## src/rtl/sub_regbank_pipe.sv

```systemverilog
// VME-style register bank: N_RW read/write words and N_RO read-only words, with
// optional write-input pipelining and a read-only acknowledge handshake with timeout.
module sub_regbank_pipe #(
  parameter int                     DATA_W  = 16,
  parameter int                     ADDR_W  = 3,
  parameter int                     N_RW    = 2,
  parameter int                     N_RO    = 2,
  parameter logic [N_RW*DATA_W-1:0] RW_RST  = '0,
  parameter int                     WR_PIPE = 1,
  parameter int                     TIMEOUT = 15
) (
  input  logic                   Clk,
  input  logic                   RstN,
  input  logic [ADDR_W:1]        VMEAddr,
  output logic [DATA_W-1:0]      VMERdData,
  input  logic [DATA_W-1:0]      VMEWrData,
  input  logic                   VMERdMem,
  input  logic                   VMEWrMem,
  output logic                   VMERdDone,
  output logic                   VMEWrDone,
  output logic [N_RW*DATA_W-1:0] Rw_o,
  output logic [N_RW-1:0]        RwWStb_o,
  input  logic [N_RO*DATA_W-1:0] Ro_i,
  output logic [N_RO-1:0]        RoRStb_o,
  input  logic [N_RO-1:0]        RoAck_i,
  output logic                   RdTimeout_o,
  output logic [1:0]             rd_state_o
);

  // Bus handshake: VMERdMem/VMEWrMem are one-cycle request pulses; every accepted
  // request is answered by exactly one one-cycle VMERdDone/VMEWrDone pulse. At most one
  // read is outstanding; a VMERdMem arriving while the read FSM is busy is dropped.

  localparam logic [1:0] ST_IDLE = 2'd0;
  localparam logic [1:0] ST_WAIT = 2'd1;
  localparam logic [1:0] ST_DONE = 2'd2;

  localparam int CNT_W = (TIMEOUT > 1) ? $clog2(TIMEOUT) : 1;
  localparam int RO_W  = (N_RO > 1) ? $clog2(N_RO) : 1;
  localparam logic [CNT_W-1:0] CNT_LAST = CNT_W'(TIMEOUT - 1);

  logic                   wr_req_q, wr_req_d, wr_req;
  logic [ADDR_W-1:0]      wr_idx_q, wr_idx_d, wr_idx;
  logic [DATA_W-1:0]      wr_data_q, wr_data_d, wr_data;
  logic [N_RW*DATA_W-1:0] rw_q, rw_d;
  logic [N_RW-1:0]        wstb_q, wstb_d;

  logic [1:0]             rd_state_q, rd_state_d;
  logic [CNT_W-1:0]       cnt_q, cnt_d;
  logic [RO_W-1:0]        sel_q, sel_d;
  logic [DATA_W-1:0]      cap_data_q, cap_data_d;
  logic                   cap_to_q, cap_to_d;
  logic [DATA_W-1:0]      rd_data_q, rd_data_d;
  logic                   rd_done_q, rd_done_d;
  logic [N_RO-1:0]        rostb_q, rostb_d;
  logic                   to_q, to_d;

  int                     rd_idx;
  logic [DATA_W-1:0]      rw_rd_val, ro_rd_val, ro_sel_val;
  logic                   ro_rd_hit, ack_sel;
  logic [RO_W-1:0]        ro_rd_sel;

  // Write path: the decode sees either the registered or the live request.
  always_comb begin
    wr_req_d  = VMEWrMem;
    wr_idx_d  = VMEAddr;
    wr_data_d = VMEWrData;
    if (WR_PIPE != 0) begin
      wr_req  = wr_req_q;
      wr_idx  = wr_idx_q;
      wr_data = wr_data_q;
    end else begin
      wr_req  = VMEWrMem;
      wr_idx  = VMEAddr;
      wr_data = VMEWrData;
    end
    rw_d   = rw_q;
    wstb_d = '0;
    for (int k = 0; k < N_RW; k++) begin
      if (wr_req && int'(wr_idx) == k) begin
        rw_d[k*DATA_W +: DATA_W] = wr_data;
        wstb_d[k]                = 1'b1;
      end
    end
  end

  // Read decode: unmapped and read-only indices leave rw_rd_val at zero.
  always_comb begin
    rd_idx     = int'(VMEAddr);
    rw_rd_val  = '0;
    ro_rd_val  = '0;
    ro_rd_hit  = 1'b0;
    ro_rd_sel  = '0;
    ack_sel    = 1'b0;
    ro_sel_val = '0;
    for (int k = 0; k < N_RW; k++) begin
      if (rd_idx == k) rw_rd_val = rw_q[k*DATA_W +: DATA_W];
    end
    for (int k = 0; k < N_RO; k++) begin
      if (rd_idx == N_RW + k) begin
        ro_rd_hit = 1'b1;
        ro_rd_val = Ro_i[k*DATA_W +: DATA_W];
        ro_rd_sel = RO_W'(k);
      end
      if (sel_q == RO_W'(k)) begin
        ack_sel    = RoAck_i[k];
        ro_sel_val = Ro_i[k*DATA_W +: DATA_W];
      end
    end
  end

  always_comb begin
    rd_state_d = rd_state_q;
    cnt_d      = cnt_q;
    sel_d      = sel_q;
    cap_data_d = cap_data_q;
    cap_to_d   = cap_to_q;
    rd_data_d  = rd_data_q;
    rd_done_d  = 1'b0;
    rostb_d    = '0;
    to_d       = 1'b0;
    case (rd_state_q)
      ST_IDLE: begin
        if (VMERdMem) begin
          if (ro_rd_hit && TIMEOUT > 0) begin
            sel_d      = ro_rd_sel;
            cnt_d      = '0;
            rd_state_d = ST_WAIT;
            for (int k = 0; k < N_RO; k++) rostb_d[k] = (ro_rd_sel == RO_W'(k));
          end else begin
            rd_done_d = 1'b1;
            rd_data_d = ro_rd_hit ? ro_rd_val : rw_rd_val;
          end
        end
      end
      ST_WAIT: begin
        // An ack on the final count still wins over the timeout.
        if (ack_sel) begin
          cap_data_d = ro_sel_val;
          cap_to_d   = 1'b0;
          rd_state_d = ST_DONE;
        end else if (cnt_q == CNT_LAST) begin
          cap_data_d = '1;
          cap_to_d   = 1'b1;
          rd_state_d = ST_DONE;
        end else begin
          cnt_d = cnt_q + CNT_W'(1);
        end
      end
      ST_DONE: begin
        rd_done_d  = 1'b1;
        rd_data_d  = cap_data_q;
        to_d       = cap_to_q;
        rd_state_d = ST_IDLE;
      end
      default: rd_state_d = ST_IDLE;
    endcase
  end

  always_ff @(posedge Clk or negedge RstN) begin
    if (!RstN) begin
      wr_req_q   <= 1'b0;
      wr_idx_q   <= '0;
      wr_data_q  <= '0;
      rw_q       <= RW_RST;
      wstb_q     <= '0;
      rd_state_q <= ST_IDLE;
      cnt_q      <= '0;
      sel_q      <= '0;
      cap_data_q <= '0;
      cap_to_q   <= 1'b0;
      rd_data_q  <= '0;
      rd_done_q  <= 1'b0;
      rostb_q    <= '0;
      to_q       <= 1'b0;
    end else begin
      wr_req_q   <= wr_req_d;
      wr_idx_q   <= wr_idx_d;
      wr_data_q  <= wr_data_d;
      rw_q       <= rw_d;
      wstb_q     <= wstb_d;
      rd_state_q <= rd_state_d;
      cnt_q      <= cnt_d;
      sel_q      <= sel_d;
      cap_data_q <= cap_data_d;
      cap_to_q   <= cap_to_d;
      rd_data_q  <= rd_data_d;
      rd_done_q  <= rd_done_d;
      rostb_q    <= rostb_d;
      to_q       <= to_d;
    end
  end

  assign VMEWrDone   = wr_req;
  assign VMERdDone   = rd_done_q;
  assign VMERdData   = rd_data_q;
  assign Rw_o        = rw_q;
  assign RwWStb_o    = wstb_q;
  assign RoRStb_o    = rostb_q;
  assign RdTimeout_o = to_q;
  assign rd_state_o  = rd_state_q;

endmodule

```

## config.mk

```make
export PLATFORM = sky130hd
export DESIGN_NAME = sub_regbank_pipe
export DESIGN_NICKNAME = d
export VERILOG_FILES = /design/src/rtl/sub_regbank_pipe.sv
export SDC_FILE = /design/constraint.sdc
export NUM_CORES = 1
export LEC_CHECK = 0
export BUFFER_PORTS_ARGS = -buffer_cell sky130_fd_sc_hd__buf_4
export CORE_MARGIN = 4
export CORE_UTILIZATION = 51
export CTS_CLUSTER_SIZE = 25
export DETAILED_ROUTE_END_ITERATION = 7
export PLACE_DENSITY = 0.81
export SLEW_MARGIN = 20
export SYNTH_ARGS = -nofsm -noshare
export SYNTH_HDL_FRONTEND = slang
export SYNTH_SLANG_ARGS = --single-unit
```

## constraint.sdc

```tcl
create_clock -name Clk -period 1.8 [get_ports Clk]
set_input_delay 0.36 -clock Clk [delete_from_list [all_inputs] [get_ports Clk]]
set_output_delay 0.36 -clock Clk [all_outputs]
set_load 0.01 [all_outputs]
```

Word level (Yosys, flattened, before mapping)
Index checks and enable logic that the tools add are counted.

Add/sub/neg operators: 1. Equality and inequality tests: 13. Muxes and demuxes: 33. Bitwise logic cells: 1. Reductions and logical operators: 13.

Operators by type and width (count): two-way mux 16 bit (7); case mux 16 bit (2 select lines) (1); two-way mux 4 bit (4); two-way mux 2 bit (7); two-way mux 1 bit (11); != test 2 bit, second input constant (5); AND reduction 3 bit (3); case mux 4 bit (2 select lines) (1); == test 3 x 2 -> 1 bit, second input constant (2); == test 3 bit, second input constant (2); logical NOT 3 bit (2); nonzero test 2 bit (3); AND reduction 5 bit (1); adder 4 x 1 -> 4 bit, second input constant (1); == test 4 bit, second input constant (1); case mux 2 bit (2 select lines) (1); != test 3 bit, second input constant (1); == test 2 x 1 -> 1 bit, second input constant (1); == test 2 bit, second input constant (1); logical AND 1 bit (2); logical NOT 2 bit (1); case mux 1 bit (2 select lines) (1); AND reduction 2 bit (1); NOT 1 bit (1).

Flip-flop bits (word level): 98. Input bits: 57. Output and inout bits: 57. Logic and storage cells: 76.

Depth between registers and ports, before layout
Gate-level depths: netlist of run 1.

Depth in word-level cells: 6. Gate-level depth with buffers: 7. Mapped depth without buffers: 6.

Worst setup path before layout of run 1
OpenSTA, ideal clock, no wires.

Kind: input-to-reg. Start: in VMEAddr[3] in the netlist's numbering. End: reg cnt_q[3]. Library setup time: 0.125 ns. Data arrival time: 1.484 ns. Required time: 1.675 ns. Setup slack: 0.191 ns. Stages on the path: 5. Path buffers: 1. Cells stage by stage: nand2b_1 or4b_1 buf_6 nand2_4 mux2_4.

Longest elaborated chain between the ends: 5. Elaborated cells between the ends (all ways): 6. Those cells by class: eq/ne: 3; mux: 2; reduce/logical: 1.

Ends and longest elaborated chain: start, declared (RTL line 14) `input logic [ADDR_W:1] VMEAddr,`; == test 3 bit (RTL line 100) `if (rd_idx == N_RW + k) begin`; two-way mux 1 bit (RTL line 100); two-way mux 1 bit * (RTL line 100); != test 2 bit (no source line) *; AND reduction 5 bit (no source line) *; end signal, assigned (RTL line 183) `cnt_q <= cnt_d;`; end, declared (RTL line 49) `logic [CNT_W-1:0] cnt_q, cnt_d;`.

Mark *: on every way between the ends. The rest lies on a longest branch, timed or not. A chain may end at the register's enable or synchronous reset.

Final worst setup path of run 1
Start: reg rd_state_q[0], in the netlist rd_state_o[0]. End: reg cnt_q[3].

Longest elaborated chain between the ends: 3. Elaborated cells between the ends (all ways): 9. Those cells by class: eq/ne: 5; mux: 1; reduce/logical: 3.

Ends and longest elaborated chain: start, declared (RTL line 48) `logic [1:0] rd_state_q, rd_state_d;`; start signal, assigned (RTL line 182) `rd_state_q <= rd_state_d;`; == test 2 x 1 -> 1 bit or logical NOT 2 bit (tied branches) (RTL line 122) `case (rd_state_q)`; != test 2 bit (no source line) or nonzero test 2 bit (tied branches); AND reduction 5 bit (no source line).

Parallel ways exist; a longest one is shown, timed or not.

==> results of run 1 <==
-- sequential cells by signal (all words and copies together), names as in the netlist --
| name | flops |
|---|---|
| cap_data_q | 16 |
| Rw_o | 32 |
| wr_data | 16 |
| RdTimeout_o | 1 |
| sel_q | 1 |
| cnt_q | 4 |
| VMERdData | 16 |
| VMERdDone | 1 |
| RoRStb_o | 2 |
| VMEWrDone | 1 |
| cap_to_q | 1 |
| rd_state_o | 2 |
| wr_idx | 3 |
| RwWStb_o | 2 |
-- Yosys cell counts, drive strengths merged --
cell type | number | area, um^2
a21o | 1 | 7.51
buf | 14 | 103
nand2b | 3 | 18.8
dfrtp | 98 | 2450
nor2b | 2 | 12.5
nor4bb | 1 | 10.0
mux2 | 33 | 375
nor4b | 1 | 23.8
nor2 | 39 | 151
and2 | 1 | 6.26
nand4 | 1 | 6.26
mux2i | 17 | 183
xor2 | 1 | 8.76
o31ai | 16 | 125
nand3 | 6 | 42.5
nand2 | 1 | 11.3
o21ai | 18 | 90.1
or4b | 1 | 10.0
a21oi | 18 | 101
ha | 2 | 25.0
a221oi | 16 | 140
clkbuf | 5 | 18.8
nor3 | 2 | 20.0
or2 | 1 | 6.26
inv | 4 | 15.0
o311ai | 1 | 8.76
-- worst max-delay path: stages, from the launching register on --
cell,delay (ps)
sky130_fd_sc_hd__dfrtp_1,390
sky130_fd_sc_hd__buf_4,250
sky130_fd_sc_hd__nor2b_1,320
sky130_fd_sc_hd__nand3_4,160
sky130_fd_sc_hd__nand2_4,110
sky130_fd_sc_hd__mux2_4,290
-- stage by stage --
stage	power, uW	util	std cells	worst slack, ps	hold WS (ps)
after detailed placement	4690	0.672	510	8.74	449
after floorplan	3850	-	303	191	64.4
final	6330	0.707	527	151	33.2
after global placement	4600	0.672	510	27.3	446
after CTS	6350	0.705	526	126	56.2
after global routing	6680	0.707	527	77.0	70.6
-- worst max path at each step --
stage / start / end / slack [ps] / cells past startpoint
floorplan: VMEAddr[3] / cnt_q[3] / 190 / 5
global placement: VMEAddr[3] / cnt_q[3] / 30 / 5
detailed placement: VMEAddr[3] / cnt_q[3] / 9 / 5
CTS: cnt_q[0] / cap_data_q[15] / 130 / 6
global route: rd_state_o[0] / VMERdData[15] / 80 / 4
finish: rd_state_o[0] / cnt_q[3] / 150 / 5
-- what timing repair did --
item	in CTS	in global routing
buffers inserted	0	1
gates resized for setup	0	0
setup endpoints to repair	0	8
-- power by group --
part | leakage [uW] | switching (uW) | internal [uW]
logic | 0.00112 | 747 | 835
clock network | 0.000120 | 758 | 923
registers | 0.00119 | 380 | 2690
-- cell families (layout without fill, tap and decap cells) --
family	after synthesis	after routing	synth area share
mux	50	50	0.140
buf+inv	23	148	0.0343
fa+ha+maj	2	2	0.00630
compound gates	70	70	0.119
xor+xnor	1	1	0.00221
simple gates	59	59	0.0803
flops	98	98	0.617
-- final cells by class --
class,count,area [um^2]
inverters,4,15.0
flip-flops and latches,98,2450
clock buffers,9,124
repair buffers,128,1010
clock inverters,7,116
multi-input cells,182,1400
fillers,495,2170
well taps,99,124
-- metal layers --
metal	track usage	vias up
li1	-	1333
met1	0.290	1424
met2	0.325	94
met3	0.0446	13
met4	0.0782	0
met5	0	-
==> impl_metrics.json, run 1 <==
{
  "area_growth_syn_to_layout_pct": 31.9,
  "io-pin-count": 114,
  "grt_pass1_wl_um": 14700,
  "avgSynthCellArea_um2": 13.1,
  "worst_clock_skew_ps": 13.6,
  "layout_common_cells": "sky130_fd_sc_hd__buf_4 (124), sky130_fd_sc_hd__dfrtp_1 (98), sky130_fd_sc_hd__nor2_1 (37)",
  "setup_viol": 0,
  "total_leakage_power_uw": 0.00243,
  "n_antenna_cell": 0,
  "tns_ps": 0,
  "grt_start_max_net_pins": 99,
  "mostFrequentLayoutCell": "sky130_fd_sc_hd__buf_4",
  "crit_path_max_fanout": 22,
  "place_area_um2": 4980,
  "floorplan_row_count": 31,
  "drc": 0,
  "placement.io_buffers": 113,
  "die_height_um": 96.3,
  "routed.top_layer": "met4",
  "met3RoutedLength_um": 577,
  "globalplace.congestion": 0.775,
  "run_status": "complete, no violations",
  "postLayoutCellArea_um2": 5240,
  "dr_wl_met2_um": 4620,
  "post_synth_cell_types": 35,
  "power-per-cell-area_nw_per_um2": 1210,
  "routed_via_density": 5.43,
  "cts_htree_levels": 3,
  "synth_fp_nets": 362,
  "ys_ff_latch": 98,
  "post_synth_instance_area_um2": 3970,
  "critical_path.reg2reg.endpoint": "cnt_q[3]",
  "drt_first_pass_iters": 4,
  "cts_tree": "done",
  "post_drt_wl_per_cell_um": 17.8,
  "clock_path_buffers": 2,
  "rsz0062_at_grt": "false",
  "design.die.area_um2": 9270,
  "worst-r2r-setup-slack_ps": 150,
  "cp-start-kind": "register",
  "timing.critical_path.to_type": "register",
  "grt_pass1_vias": 2930,
  "floorplan.initialDensity": 0.536,
  "grt-ovfl-total": 0,
  "setup.worst_path.class": "reg2reg",
  "max-slew-margin-rel": 0.632,
  "core_region_area_um2": 7410,
  "layout-drive-gt1-share": 0.439,
  "cts_hold_buf": 0,
  "period_needed_ps": 1650,
  "wl_um": 9400,
  "synthCells": 303,
  "max_freq_mhz": 606,
  "cts.sinks": 98,
  "timing.hold.worst.class": "in2async",
  "via_count": 2864,
  "irDropWorstVdd_mv": 0.912,
  "r2r_start": "rd_state_o[0]",
  "die_w_um": 96.3,
  "finish.net_count": 482,
  "cts_inserted_buffers": 9,
  "clk_root_buffer_cell": "sky130_fd_sc_hd__clkbuf_8",
  "wl_met1_um": 4030,
  "synth-seq-area-share": 0.617,
  "cts.reportedPaths.clkPinSlew_ps": 100,
  "ys.warnings.count": 0,
  "clkLatencyLatePin_ps": 360,
  "number_of_hold_slack_violations_in_the_final_timing_report": 0,
  "worst_pin_slew_ps": 553,
  "maxCapViolations": 0,
  "ant_nets": 0,
  "grt_util_all_layers": 0.209,
  "initial_antenna_violation_count": 0,
  "worst_r2r_path_depth": 5,
  "post_route_clock_period_utilization": 0.916,
  "worst-endpoint-arrival_ps": 1890,
  "detailed_place_hpwl_um": 6680,
  "required_ps": 2040,
  "final-max-slew-violation-count": 0,
  "initialDrtViolationCount": 152
}
Note: power is estimated with default switching activity, not from simulation.
==> run 2, diff against run 1 <==
--- a/config.mk
+++ b/config.mk
@@ -7,10 +7,10 @@
 export LEC_CHECK = 0
 export BUFFER_PORTS_ARGS = -buffer_cell sky130_fd_sc_hd__buf_4
 export CORE_MARGIN = 4
-export CORE_UTILIZATION = 51
+export CORE_UTILIZATION = 46
 export CTS_CLUSTER_SIZE = 25
 export DETAILED_ROUTE_END_ITERATION = 7
-export PLACE_DENSITY = 0.81
+export PLACE_DENSITY = 0.77
 export SLEW_MARGIN = 20
 export SYNTH_ARGS = -nofsm -noshare
 export SYNTH_HDL_FRONTEND = slang
==> constraint.sdc (replaced) <==
create_clock -name Clk -period 1.4 [get_ports Clk]
set_input_delay 0.28 -clock Clk [delete_from_list [all_inputs] [get_ports Clk]]
set_output_delay 0.28 -clock Clk [all_outputs]
set_load 0.01 [all_outputs]
==> impl_metrics.json, run 2 (same netlist as run 1, synthesis figures left out) <==
{
  "run_status": "finished with violations",
  "violations": "setup timing",
  "grt-ovfl-total": 0,
  "worst_r2r_path_depth": 4,
  "power-per-cell-area_nw_per_um2": 1420,
  "area_growth_syn_to_layout_pct": 52.1,
  "core_region_area_um2": 8300,
  "detailed_place_hpwl_um": 7550,
  "place_ws_ps": -277,
  "die_height_um": 101,
  "initial_antenna_violation_count": 0,
  "largest_register_ff_count": 32,
  "clkLatencyLatePin_ps": 370,
  "cts_tree": "done",
  "worst_pin_slew_ps": 338,
  "cts_htree_levels": 3,
  "die_w_um": 101,
  "total_leakage_power_uw": 0.00275,
  "globalplace.congestion": 0.797,
  "floorplan.initialDensity": 0.479,
  "maxCapViolations": 0,
  "cts.reportedPaths.clkPinSlew_ps": 100,
  "timing.hold.worst.class": "in2reg",
  "tns_ps": -2240,
  "required_ps": 1650,
  "timing.critical_path.from": "wr_idx[2]",
  "grt_pass1_wl_um": 16700,
  "rsz0062_at_grt": "true",
  "critical_path.reg2reg.endpoint": "Rw_o[19]",
  "r2r_start": "wr_idx[2]",
  "worst-r2r-setup-slack_ps": -100,
  "clock_path_buffers": 2,
  "final-max-slew-violation-count": 0,
  "timing.critical_path.to_type": "register",
  "wl_met1_um": 4550,
  "finish.net_count": 516,
  "initialDrtViolationCount": 144,
  "mostFrequentLayoutCell": "sky130_fd_sc_hd__buf_4",
  "io-pin-count": 114,
  "post_drt_wl_per_cell_um": 19.9,
  "postLayoutSetupSlackWorst_ps": -99.2,
  "wl_um": 11300,
  "ant_nets": 0,
  "met3RoutedLength_um": 601,
  "placement.io_buffers": 113,
  "drt_first_pass_iters": 4,
  "routed_via_density": 5.41,
  "design_power_total_uw": 8610,
  "routed.top_layer": "met4",
  "irDropWorstVdd_mv": 0.965,
  "via_count": 3070,
  "n_antenna_cell": 0,
  "post_route_clock_period_utilization": 1.07,
  "min_path_cells": 1,
  "floorplan_row_count": 33,
  "layout_common_cells": "sky130_fd_sc_hd__buf_4 (131), sky130_fd_sc_hd__dfrtp_1 (95), sky130_fd_sc_hd__mux2_4 (28)",
  "dr_wl_met2_um": 5860,
  "cts_inserted_buffers": 9,
  "number_of_hold_slack_violations_in_the_final_timing_report": 0,
  "crit_path_max_fanout": 6,
  "max_freq_mhz": 667,
  "max-slew-margin-rel": 0.775,
  "setup.worst_path.class": "reg2reg",
  "layout-drive-gt1-share": 0.556,
  "setup_viol": 36,
  "grt_util_all_layers": 0.212,
  "multi_input_comb_area_um2": 1780,
  "period_needed_ps": 1500,
  "grt_pass1_vias": 3254,
  "worst-endpoint-arrival_ps": 1740,
  "worst_clock_skew_ps": 13.3,
  "fillCellCount": 552,
  "cp-start-kind": "register",
  "design.die.area_um2": 10200,
  "drc": 0,
  "grt_start_max_net_pins": 26,
  "crit_path_end": "Rw_o[19]",
  "clk_root_buffer_cell": "sky130_fd_sc_hd__clkbuf_8",
  "area.sequential_um2": 2460,
  "cts.sinks": 98
}
-- run 2: changes by cell type in the layout (fill, tap and decap cells not counted), moves of 4 or more --
| cell | before | now |
|---|---|---|
| sky130_fd_sc_hd__a221oi_1 | 16 | 2 |
| sky130_fd_sc_hd__a221oi_2 | 0 | 8 |
| sky130_fd_sc_hd__a221oi_4 | 0 | 6 |
| sky130_fd_sc_hd__buf_12 | 4 | 9 |
| sky130_fd_sc_hd__buf_4 | 124 | 131 |
| sky130_fd_sc_hd__buf_6 | 0 | 8 |
| sky130_fd_sc_hd__dlygate4sd3_1 | 0 | 10 |
| sky130_fd_sc_hd__mux2_2 | 32 | 5 |
| sky130_fd_sc_hd__mux2_4 | 1 | 28 |
| sky130_fd_sc_hd__nand3_1 | 5 | 1 |
| sky130_fd_sc_hd__nor2_1 | 37 | 26 |
| sky130_fd_sc_hd__nor2_2 | 2 | 12 |
| sky130_fd_sc_hd__o31ai_1 | 15 | 11 |
-- run 2: cell type report --
| class | count | area share |
|---|---|---|
| clock buffer | 9 | 0.0205 |
| sequential | 98 | 0.407 |
| tap | 105 | 0.0217 |
| multi-input combinational | 182 | 0.295 |
| timing repair buffer | 162 | 0.240 |
| inverter | 4 | 0.00248 |
| clock inverter | 7 | 0.0141 |
-- run 2: worst min-delay path by stage --
stage	start	end	slack, ps
3_3_place_gp	RstN	wr_data[1]	210
2_1_floorplan	RstN	RdTimeout_o	-20
3_5_place_dp	RstN	Rw_o[1]	210
6_report	VMEWrData[7]	wr_data[7]	10
5_1_grt	VMEWrData[7]	wr_data[7]	-10
4_1_cts	VMEWrData[4]	wr_data[4]	1
-- run 2: stage by stage --
step / cells / instance area (um^2) / hold slack, ps / utilization
2_1_floorplan: 303 / 4060 / -15.6 / -
5_1_grt: 567 / 6040 / -10.5 / 0.728
3_5_place_dp: 533 / 5260 / 210 / 0.634
6_report: 567 / 6040 / 12.0 / 0.728
4_1_cts: 554 / 5690 / 1.19 / 0.686
3_3_place_gp: 533 / 5260 / 206 / 0.634
-- run 2: layer usage --
| layer | global-route usage | up-vias |
|---|---|---|
| met2 | 0.358 | 106 |
| met1 | 0.272 | 1541 |
| met5 | 0 | - |
| li1 | - | 1402 |
| met4 | 0.0879 | 0 |
| met3 | 0.0353 | 21 |
-- run 2: what timing repair did --
action | CTS | global route
hold endpoints to repair | 18 | 9
endpoints found under the setup margin | 68 | 67
resized for setup | 33 | 47
hold buffers | 1 | 9
gates cloned | 2 | 1
setup buffers | 2 | 3
pin swaps | 1 | 14
-- run 2: worst max-delay path: stages, from the launching register on --
cell and delay [ps]:
sky130_fd_sc_hd__dfrtp_2 460, sky130_fd_sc_hd__nor4bb_4 290, sky130_fd_sc_hd__buf_6 180, sky130_fd_sc_hd__buf_12 120
sky130_fd_sc_hd__mux2_2 330
-- run 2: report_power, final --
part | internal [uW] | switching (uW) | leakage [uW]
combinational | 1460 | 1160 | 0.00146
sequential | 3460 | 593 | 0.00119
clock | 864 | 1080 | 0.000100
total | 5780 | 2830 | 0.00275
